--- config.mk ---
export PLATFORM = sky130hd
export DESIGN_NAME = layer_link_bist_flat
export DESIGN_NICKNAME = d
export VERILOG_FILES = /design/src/rtl/layer_link_bist_if.sv /design/src/rtl/layer_link_bist.sv /design/src/flat_wrapper.sv
export SDC_FILE = /design/constraint.sdc
export NUM_CORES = 1
export LEC_CHECK = 0
export ABC_AREA = 1
export CORE_MARGIN = 10
export CORE_UTILIZATION = 45
export CTS_CLUSTER_DIAMETER = 40
export CTS_CLUSTER_SIZE = 10
export DETAILED_ROUTE_END_ITERATION = 7
export GPL_TIMING_DRIVEN = 0
export SYNTH_ARGS = -nofsm -noshare
export SYNTH_HDL_FRONTEND = slang
export SYNTH_SLANG_ARGS = --single-unit
--- constraint.sdc ---
create_clock -name clk -period 5.6 [get_ports clk]
set_input_delay 1.12 -clock clk [delete_from_list [all_inputs] [get_ports clk]]
set_output_delay 1.12 -clock clk [all_outputs]
set_load 0.03 [all_outputs]
--- src/rtl/layer_link_bist_if.sv ---
// Control, status and serial-line bundle for one layer_link_bist instance.
// The inject input exists only when BIST_ERR_INJECT_EN is defined.
interface layer_link_bist_if #(
  parameter int DATA_W    = 32,
  parameter int ERR_CNT_W = 16
);
  logic                 start;
  logic                 f_layer;
  logic                 data_in;
  logic                 data_out;
  logic [DATA_W-1:0]    rx_word;
  logic                 rx_valid;
  logic                 busy;
  logic                 done;
  logic                 pass;
  logic                 timeout;
  logic [ERR_CNT_W-1:0] err_cnt;
`ifdef BIST_ERR_INJECT_EN
  logic                 inject;

  modport master (
    output start, f_layer, data_in, inject,
    input  data_out, rx_word, rx_valid, busy, done, pass, timeout, err_cnt
  );
  modport slave (
    input  start, f_layer, data_in, inject,
    output data_out, rx_word, rx_valid, busy, done, pass, timeout, err_cnt
  );
`else
  modport master (
    output start, f_layer, data_in,
    input  data_out, rx_word, rx_valid, busy, done, pass, timeout, err_cnt
  );
  modport slave (
    input  start, f_layer, data_in,
    output data_out, rx_word, rx_valid, busy, done, pass, timeout, err_cnt
  );
`endif
endinterface

--- src/rtl/layer_link_bist.sv ---
// Inter-layer serial link BIST: PRBS frame generator (f_layer=1) or checker/relay (f_layer=0).
// Optional per-word LSB error injection on the generator when BIST_ERR_INJECT_EN is defined.
module layer_link_bist #(
  parameter int          DATA_W    = 32,
  parameter int          NUM_WORDS = 256,
  parameter int          ERR_CNT_W = 16,
  parameter int          TIMEOUT   = 1024,
  parameter logic [31:0] SEED      = 32'h0000_0001
) (
  input  logic             clk,
  input  logic             rst_n,
  layer_link_bist_if.slave bus
);
  localparam int BIT_W  = (DATA_W > 1) ? $clog2(DATA_W) : 1;
  localparam int WORD_W = (NUM_WORDS > 1) ? $clog2(NUM_WORDS) : 1;
  localparam int TMO_W  = $clog2(TIMEOUT + 1);
  localparam logic [31:0]       SEED_EFF  = (SEED == 32'd0) ? 32'd1 : SEED;
  localparam logic [BIT_W-1:0]  BIT_LAST  = BIT_W'(DATA_W - 1);
  localparam logic [WORD_W-1:0] WORD_LAST = WORD_W'(NUM_WORDS - 1);
  localparam logic [TMO_W-1:0]  TMO_LAST  = TMO_W'(TIMEOUT - 1);

  typedef enum logic [1:0] {IDLE, SYNC, RUN, DONE} state_t;

  state_t               state_reg;
  state_t               state_next;
  logic                 role_gen_reg;
  logic [31:0]          lfsr_reg;
  logic [BIT_W-1:0]     bit_cnt_reg;
  logic [WORD_W-1:0]    word_cnt_reg;
  logic [TMO_W-1:0]     tmo_cnt_reg;
  logic                 tail_reg;
  logic [DATA_W-1:0]    rx_shift_reg;
  logic [DATA_W-1:0]    exp_shift_reg;
  logic [DATA_W-1:0]    rx_word_reg;
  logic                 rx_valid_reg;
  logic                 data_out_reg;
  logic                 timeout_reg;
  logic [ERR_CNT_W-1:0] err_cnt_reg;

  logic                 accept;
  logic                 lfsr_bit;
  logic [31:0]          lfsr_adv;
  logic                 step;
  logic                 word_end;
  logic                 last_bit;
  logic                 tx_bit;
  logic [DATA_W-1:0]    rx_next;
  logic [DATA_W-1:0]    exp_next;

  assign accept   = bus.start && ((state_reg == IDLE) || (state_reg == DONE));
  assign lfsr_bit = lfsr_reg[31];
  // x^32 + x^22 + x^2 + x + 1, Fibonacci form, shifting towards the MSB
  assign lfsr_adv = {lfsr_reg[30:0], lfsr_reg[31] ^ lfsr_reg[21] ^ lfsr_reg[1] ^ lfsr_reg[0]};
  // tail_reg marks the one extra RUN cycle after the last payload bit
  assign step     = (state_reg == RUN) && !tail_reg;
  assign word_end = (bit_cnt_reg == BIT_LAST);
  assign last_bit = word_end && (word_cnt_reg == WORD_LAST);
  assign rx_next  = (rx_shift_reg << 1) | DATA_W'(bus.data_in);
  assign exp_next = (exp_shift_reg << 1) | DATA_W'(lfsr_bit);

`ifdef BIST_ERR_INJECT_EN
  logic inj_word_reg;

  always_ff @(posedge clk or negedge rst_n) begin
    if (!rst_n) begin
      inj_word_reg <= 1'b0;
    end else if (accept) begin
      inj_word_reg <= 1'b0;
    end else if (step && role_gen_reg && (bit_cnt_reg == '0)) begin
      inj_word_reg <= bus.inject;
    end
  end

  // Only the line is corrupted; the LFSR sequence itself is untouched
  assign tx_bit = lfsr_bit ^ (word_end & inj_word_reg);
`else
  assign tx_bit = lfsr_bit;
`endif

  always_ff @(posedge clk or negedge rst_n) begin
    if (!rst_n) begin
      state_reg <= IDLE;
    end else begin
      state_reg <= state_next;
    end
  end

  always_comb begin
    state_next = state_reg;
    case (state_reg)
      IDLE, DONE: begin
        if (bus.start) begin
          state_next = bus.f_layer ? RUN : SYNC;
        end
      end
      SYNC: begin
        if (bus.data_in) begin
          state_next = RUN;
        end else if (tmo_cnt_reg == TMO_LAST) begin
          state_next = DONE;
        end
      end
      RUN: begin
        if (tail_reg) begin
          state_next = DONE;
        end
      end
      default: state_next = IDLE;
    endcase
  end

  always_ff @(posedge clk or negedge rst_n) begin
    if (!rst_n) begin
      role_gen_reg  <= 1'b0;
      lfsr_reg      <= SEED_EFF;
      bit_cnt_reg   <= '0;
      word_cnt_reg  <= '0;
      tmo_cnt_reg   <= '0;
      tail_reg      <= 1'b0;
      rx_shift_reg  <= '0;
      exp_shift_reg <= '0;
      rx_word_reg   <= '0;
      rx_valid_reg  <= 1'b0;
      data_out_reg  <= 1'b0;
      timeout_reg   <= 1'b0;
      err_cnt_reg   <= '0;
    end else begin
      rx_valid_reg <= 1'b0;
      if (accept) begin
        role_gen_reg  <= bus.f_layer;
        lfsr_reg      <= SEED_EFF;
        bit_cnt_reg   <= '0;
        word_cnt_reg  <= '0;
        tmo_cnt_reg   <= '0;
        tail_reg      <= 1'b0;
        rx_shift_reg  <= '0;
        exp_shift_reg <= '0;
        timeout_reg   <= 1'b0;
        err_cnt_reg   <= '0;
        // A generator puts its start bit on the line in the first RUN cycle
        data_out_reg  <= bus.f_layer ? 1'b1 : bus.data_in;
      end else begin
        // Checker role relays the line in every state; generator idles low
        data_out_reg <= role_gen_reg ? 1'b0 : bus.data_in;

        if ((state_reg == SYNC) && !bus.data_in) begin
          tmo_cnt_reg <= tmo_cnt_reg + 1'b1;
          if (tmo_cnt_reg == TMO_LAST) begin
            timeout_reg <= 1'b1;
          end
        end

        if (step) begin
          lfsr_reg    <= lfsr_adv;
          bit_cnt_reg <= word_end ? '0 : bit_cnt_reg + 1'b1;
          if (word_end) begin
            word_cnt_reg <= word_cnt_reg + 1'b1;
          end
          if (last_bit) begin
            tail_reg <= 1'b1;
          end

          if (role_gen_reg) begin
            data_out_reg <= tx_bit;
          end else begin
            rx_shift_reg  <= rx_next;
            exp_shift_reg <= exp_next;
            if (word_end) begin
              rx_word_reg  <= rx_next;
              rx_valid_reg <= 1'b1;
              if ((rx_next != exp_next) && (err_cnt_reg != '1)) begin
                err_cnt_reg <= err_cnt_reg + 1'b1;
              end
            end
          end
        end
      end
    end
  end

  assign bus.data_out = data_out_reg;
  assign bus.rx_word  = rx_word_reg;
  assign bus.rx_valid = rx_valid_reg;
  assign bus.busy     = (state_reg == SYNC) || (state_reg == RUN);
  assign bus.done     = (state_reg == DONE);
  assign bus.timeout  = timeout_reg;
  assign bus.err_cnt  = err_cnt_reg;
  assign bus.pass     = (state_reg == DONE) && (err_cnt_reg == '0) && !timeout_reg;

endmodule
--- src/flat_wrapper.sv ---
// flat-port wrapper written by rule: the top's interface ports become plain ports
module layer_link_bist_flat 
#(
  parameter int          DATA_W    = 32,
  parameter int          NUM_WORDS = 256,
  parameter int          ERR_CNT_W = 16,
  parameter int          TIMEOUT   = 1024,
  parameter logic [31:0] SEED      = 32'h0000_0001
)
  (clk, rst_n, bus_start, bus_f_layer, bus_data_in, bus_data_out, bus_rx_word, bus_rx_valid, bus_busy, bus_done, bus_pass, bus_timeout, bus_err_cnt);
  layer_link_bist_if #(.DATA_W(DATA_W), .ERR_CNT_W(ERR_CNT_W)) bus_i ();
  input  logic clk;
  input  logic rst_n;
  input wire logic [$bits(bus_i.start)-1:0] bus_start;
  input wire logic [$bits(bus_i.f_layer)-1:0] bus_f_layer;
  input wire logic [$bits(bus_i.data_in)-1:0] bus_data_in;
  output wire logic [$bits(bus_i.data_out)-1:0] bus_data_out;
  output wire logic [$bits(bus_i.rx_word)-1:0] bus_rx_word;
  output wire logic [$bits(bus_i.rx_valid)-1:0] bus_rx_valid;
  output wire logic [$bits(bus_i.busy)-1:0] bus_busy;
  output wire logic [$bits(bus_i.done)-1:0] bus_done;
  output wire logic [$bits(bus_i.pass)-1:0] bus_pass;
  output wire logic [$bits(bus_i.timeout)-1:0] bus_timeout;
  output wire logic [$bits(bus_i.err_cnt)-1:0] bus_err_cnt;
  assign bus_i.start = bus_start;
  assign bus_i.f_layer = bus_f_layer;
  assign bus_i.data_in = bus_data_in;
  assign bus_data_out = bus_i.data_out;
  assign bus_rx_word = bus_i.rx_word;
  assign bus_rx_valid = bus_i.rx_valid;
  assign bus_busy = bus_i.busy;
  assign bus_done = bus_i.done;
  assign bus_pass = bus_i.pass;
  assign bus_timeout = bus_i.timeout;
  assign bus_err_cnt = bus_i.err_cnt;
  layer_link_bist #(.DATA_W(DATA_W), .NUM_WORDS(NUM_WORDS), .ERR_CNT_W(ERR_CNT_W), .TIMEOUT(TIMEOUT), .SEED(SEED)) u_core (.clk(clk), .rst_n(rst_n), .bus(bus_i));
endmodule
==> results.sh <==
export IMPL_vias_per_cell=5.08
export IMPL_ctsResizeCount=0
export IMPL_critPathKind="reg2out"
export IMPL_fmax_mhz=287
export IMPL_critPathLaunchType="register"
export IMPL_slowest_stage="clkdlybuf4s50_1"
export IMPL_area_growth_synth_to_final_pct=19.9
export IMPL_hold_viol_final=0
export IMPL_clock_latency_ps=420
export IMPL_maxSlewViolCount=0
export IMPL_diodes=0
export IMPL_portBuffers=58
export IMPL_rsz0062_at_grt="no"
export IMPL_cp_max_fo=7
export IMPL_htree_levels=4
export IMPL_ctsHoldBuffers=0
export IMPL_finish_instance_area_um2=9060
export IMPL_routedLengthMet1_um=7260
export IMPL_antenna_found_initial=0
export IMPL_yosysUniqueCellTypes=35
export IMPL_num_vias=5756
export IMPL_grt_usage_pct=14.9
export IMPL_crit_required_ps=4480
export IMPL_ios=59
export IMPL_crit_chain="nor4_1 -> nand4_1 -> nor4b_1 -> clkdlybuf4s50_1"
export IMPL_highest_layer="met4"
export IMPL_irDropWorstVdd_mv=0.282
export IMPL_drc=0
export IMPL_cts_sinks=173
export IMPL_dpl_hpwl_um=11600
export IMPL_die_w_um=150
export IMPL_rows=47
export IMPL_outcome="finished, final reports clean"
export IMPL_drtIter0Drc=321
export IMPL_dr_wl_met3_um=667
export IMPL_cts_max_path_buffers=2
export IMPL_nets=914
export IMPL_dieArea_um2=22400
export IMPL_dieHeight_um=150
export IMPL_syn_area_per_cell_um2=9.19
export IMPL_initial_core_util_pct=45.7
export IMPL_final_cell_count_no_fill=1133
export IMPL_syn_num_nets=836
export IMPL_routedWlPerCell_um=14.2
export IMPL_ys_ff_latch=173
export IMPL_crit_buf_inv=1
export IMPL_final_layout_size_suffix_gt1_share_pct=7.01
export IMPL_dp_cells=1101
export IMPL_yosysWarningCount=0
export IMPL_syn_inst=822
export IMPL_route_met2_wl_um=8000
export IMPL_crit_family="simple AND/OR/NAND/NOR gates"
export IMPL_routed_wl_um=16100
export IMPL_setup_slack_ps=2110
export IMPL_power_density_nw_per_um2=401
export IMPL_grt_pass1_vias=5724
export IMPL_slew_headroom_pct=52.1
export IMPL_preCtsSetupSlack_ps=2230
export IMPL_cts_buffers=17
export IMPL_skew_ps=7.28
export IMPL_syn_area_um2=7560
export IMPL_hold_slack_ps=481
export IMPL_root_buffer="clkbuf_16"
export IMPL_cts_tree="yes"
export IMPL_crit_path_max_incr_delay_ps=720
export IMPL_grt_max_degree=98
export IMPL_cp_end_kind="output port"
export IMPL_place_area_um2=8450
export IMPL_yosysSeqAreaShare_pct=57.3
export IMPL_finalCritPeriodShare_pct=62.3
export IMPL_overflow=0
export IMPL_clk_pin_slew_worst_paths_ps=60
export IMPL_setup_violations=0
export IMPL_hold_class="reg2reg"
export IMPL_gp_congestion=0.818
export IMPL_leakage_nw=4.11
export IMPL_core_area_um2=16500
export IMPL_tightest_slew_ps=719
export IMPL_post_cts_repair_setup_buffers=0
export IMPL_cp_arrival_ps=2370
export IMPL_grt_pass1_wl_um=27500
export IMPL_period_needed_ps=3490
export IMPL_postRouteAntennaNets=0
export IMPL_maxCapViolations=0
export IMPL_firstDrtPassIters=4
-- placed cells by master, fill, tap and decap left out, drive strengths merged, types with 9 or more instances in the layout --
cell	count
nor3	10
buf	15
a21oi	21
nand2	154
nor2	56
inv	138
dfrtp	172
ha	9
clkdlybuf4s50	57
clkbuf	40
xnor2	23
xor2	10
o22ai	92
o21ai	54
nand3	35
-- tightest hold or removal path: stages (launching register included) --
cell     delay, ps
dfrtp_1        340
nand2_1         50
o21ai_0         60
-- power breakdown --
part | internal (mW) | leakage (nW) | switching (mW)
clock | 0.709 | 0.292 | 0.483
sequential | 1.33 | 2.39 | 0.0637
combinational | 0.307 | 1.42 | 0.744
total | 2.34 | 4.11 | 1.29
-- worst paths after layout --
path                                         from                     end  slack, ps  cells after the start
setup reg to reg            u_core.bit_cnt_reg[0]   u_core.bus.rx_word[7]       3070                     12
hold / removal             u_core.bus.rx_word[16]  u_core.bus.rx_word[16]        480                      2
hold reg to reg            u_core.bus.rx_word[16]  u_core.bus.rx_word[16]        480                      2
min in group asynchronous                   rst_n  u_core.bus.rx_word[13]        730                      1
max in group asynchronous                   rst_n   u_core.bus.err_cnt[1]       4040                      2
setup / recovery            u_core.bus.err_cnt[7]                bus_pass       2110                      4
-- cells in the mapped netlist (all sizes together) --
library cell	instances	share of area, %
o221ai	1	0.12
nor2	56	3.0
dfrtp	172	57
o311ai	1	0.12
inv	136	6.8
nor3	10	0.73
ha	9	1.5
xnor2	23	2.7
buf	13	1.0
dfstp	1	0.35
o21ai	54	3.6
xor2	10	1.2
or2	1	0.083
nor3b	1	0.25
nor4	4	0.33
a21o	1	0.12
o32ai	1	0.12
nand3	35	2.5
a21oi	21	1.4
nor4b	1	0.12
a22o	2	0.23
nand4	4	0.41
nand2	154	8.0
clkbuf	19	0.94
o22ai	92	7.6
-- layout make-up --
| type | instances | area, µm² |
|---|---|---|
| fill | 1515 | 7470 |
| sequential | 173 | 4330 |
| multi-input combinational | 481 | 2570 |
| timing repair buffer | 59 | 613 |
| inverter | 136 | 510 |
| clock buffer | 21 | 480 |
| tap | 220 | 275 |
| buffer | 32 | 148 |
| clock inverter | 11 | 131 |
-- cell families after synthesis --
| kind of cell | share of synthesized area (%) |
|---|---|
| buffers and inverters | 8.71 |
| adder cells (fa/ha/maj) | 1.49 |
| AO/OA/AOI/OAI | 13.3 |
| flip-flops | 57.3 |
| XOR/XNOR | 3.82 |
| AND/OR/NAND/NOR | 15.4 |
-- through the flow --
step	setup TNS (ps)	total power, mW	util [%]
after CTS	0	3.68	54.8
final	0	3.63	54.8
after global placement	-611650	2.44	50.9
after floorplan	0	2.13	-
after detailed placement	0	2.47	51.1
after global routing	0	3.86	54.8
-- layer usage --
metal  vias up  global-route usage (%)
met1      2817                    18.7
li1       2843                       -
met5         -                       0
met2        85                    24.9
met4         0                    4.81
met3        11                    3.53
(Power assumes the default switching activity.)
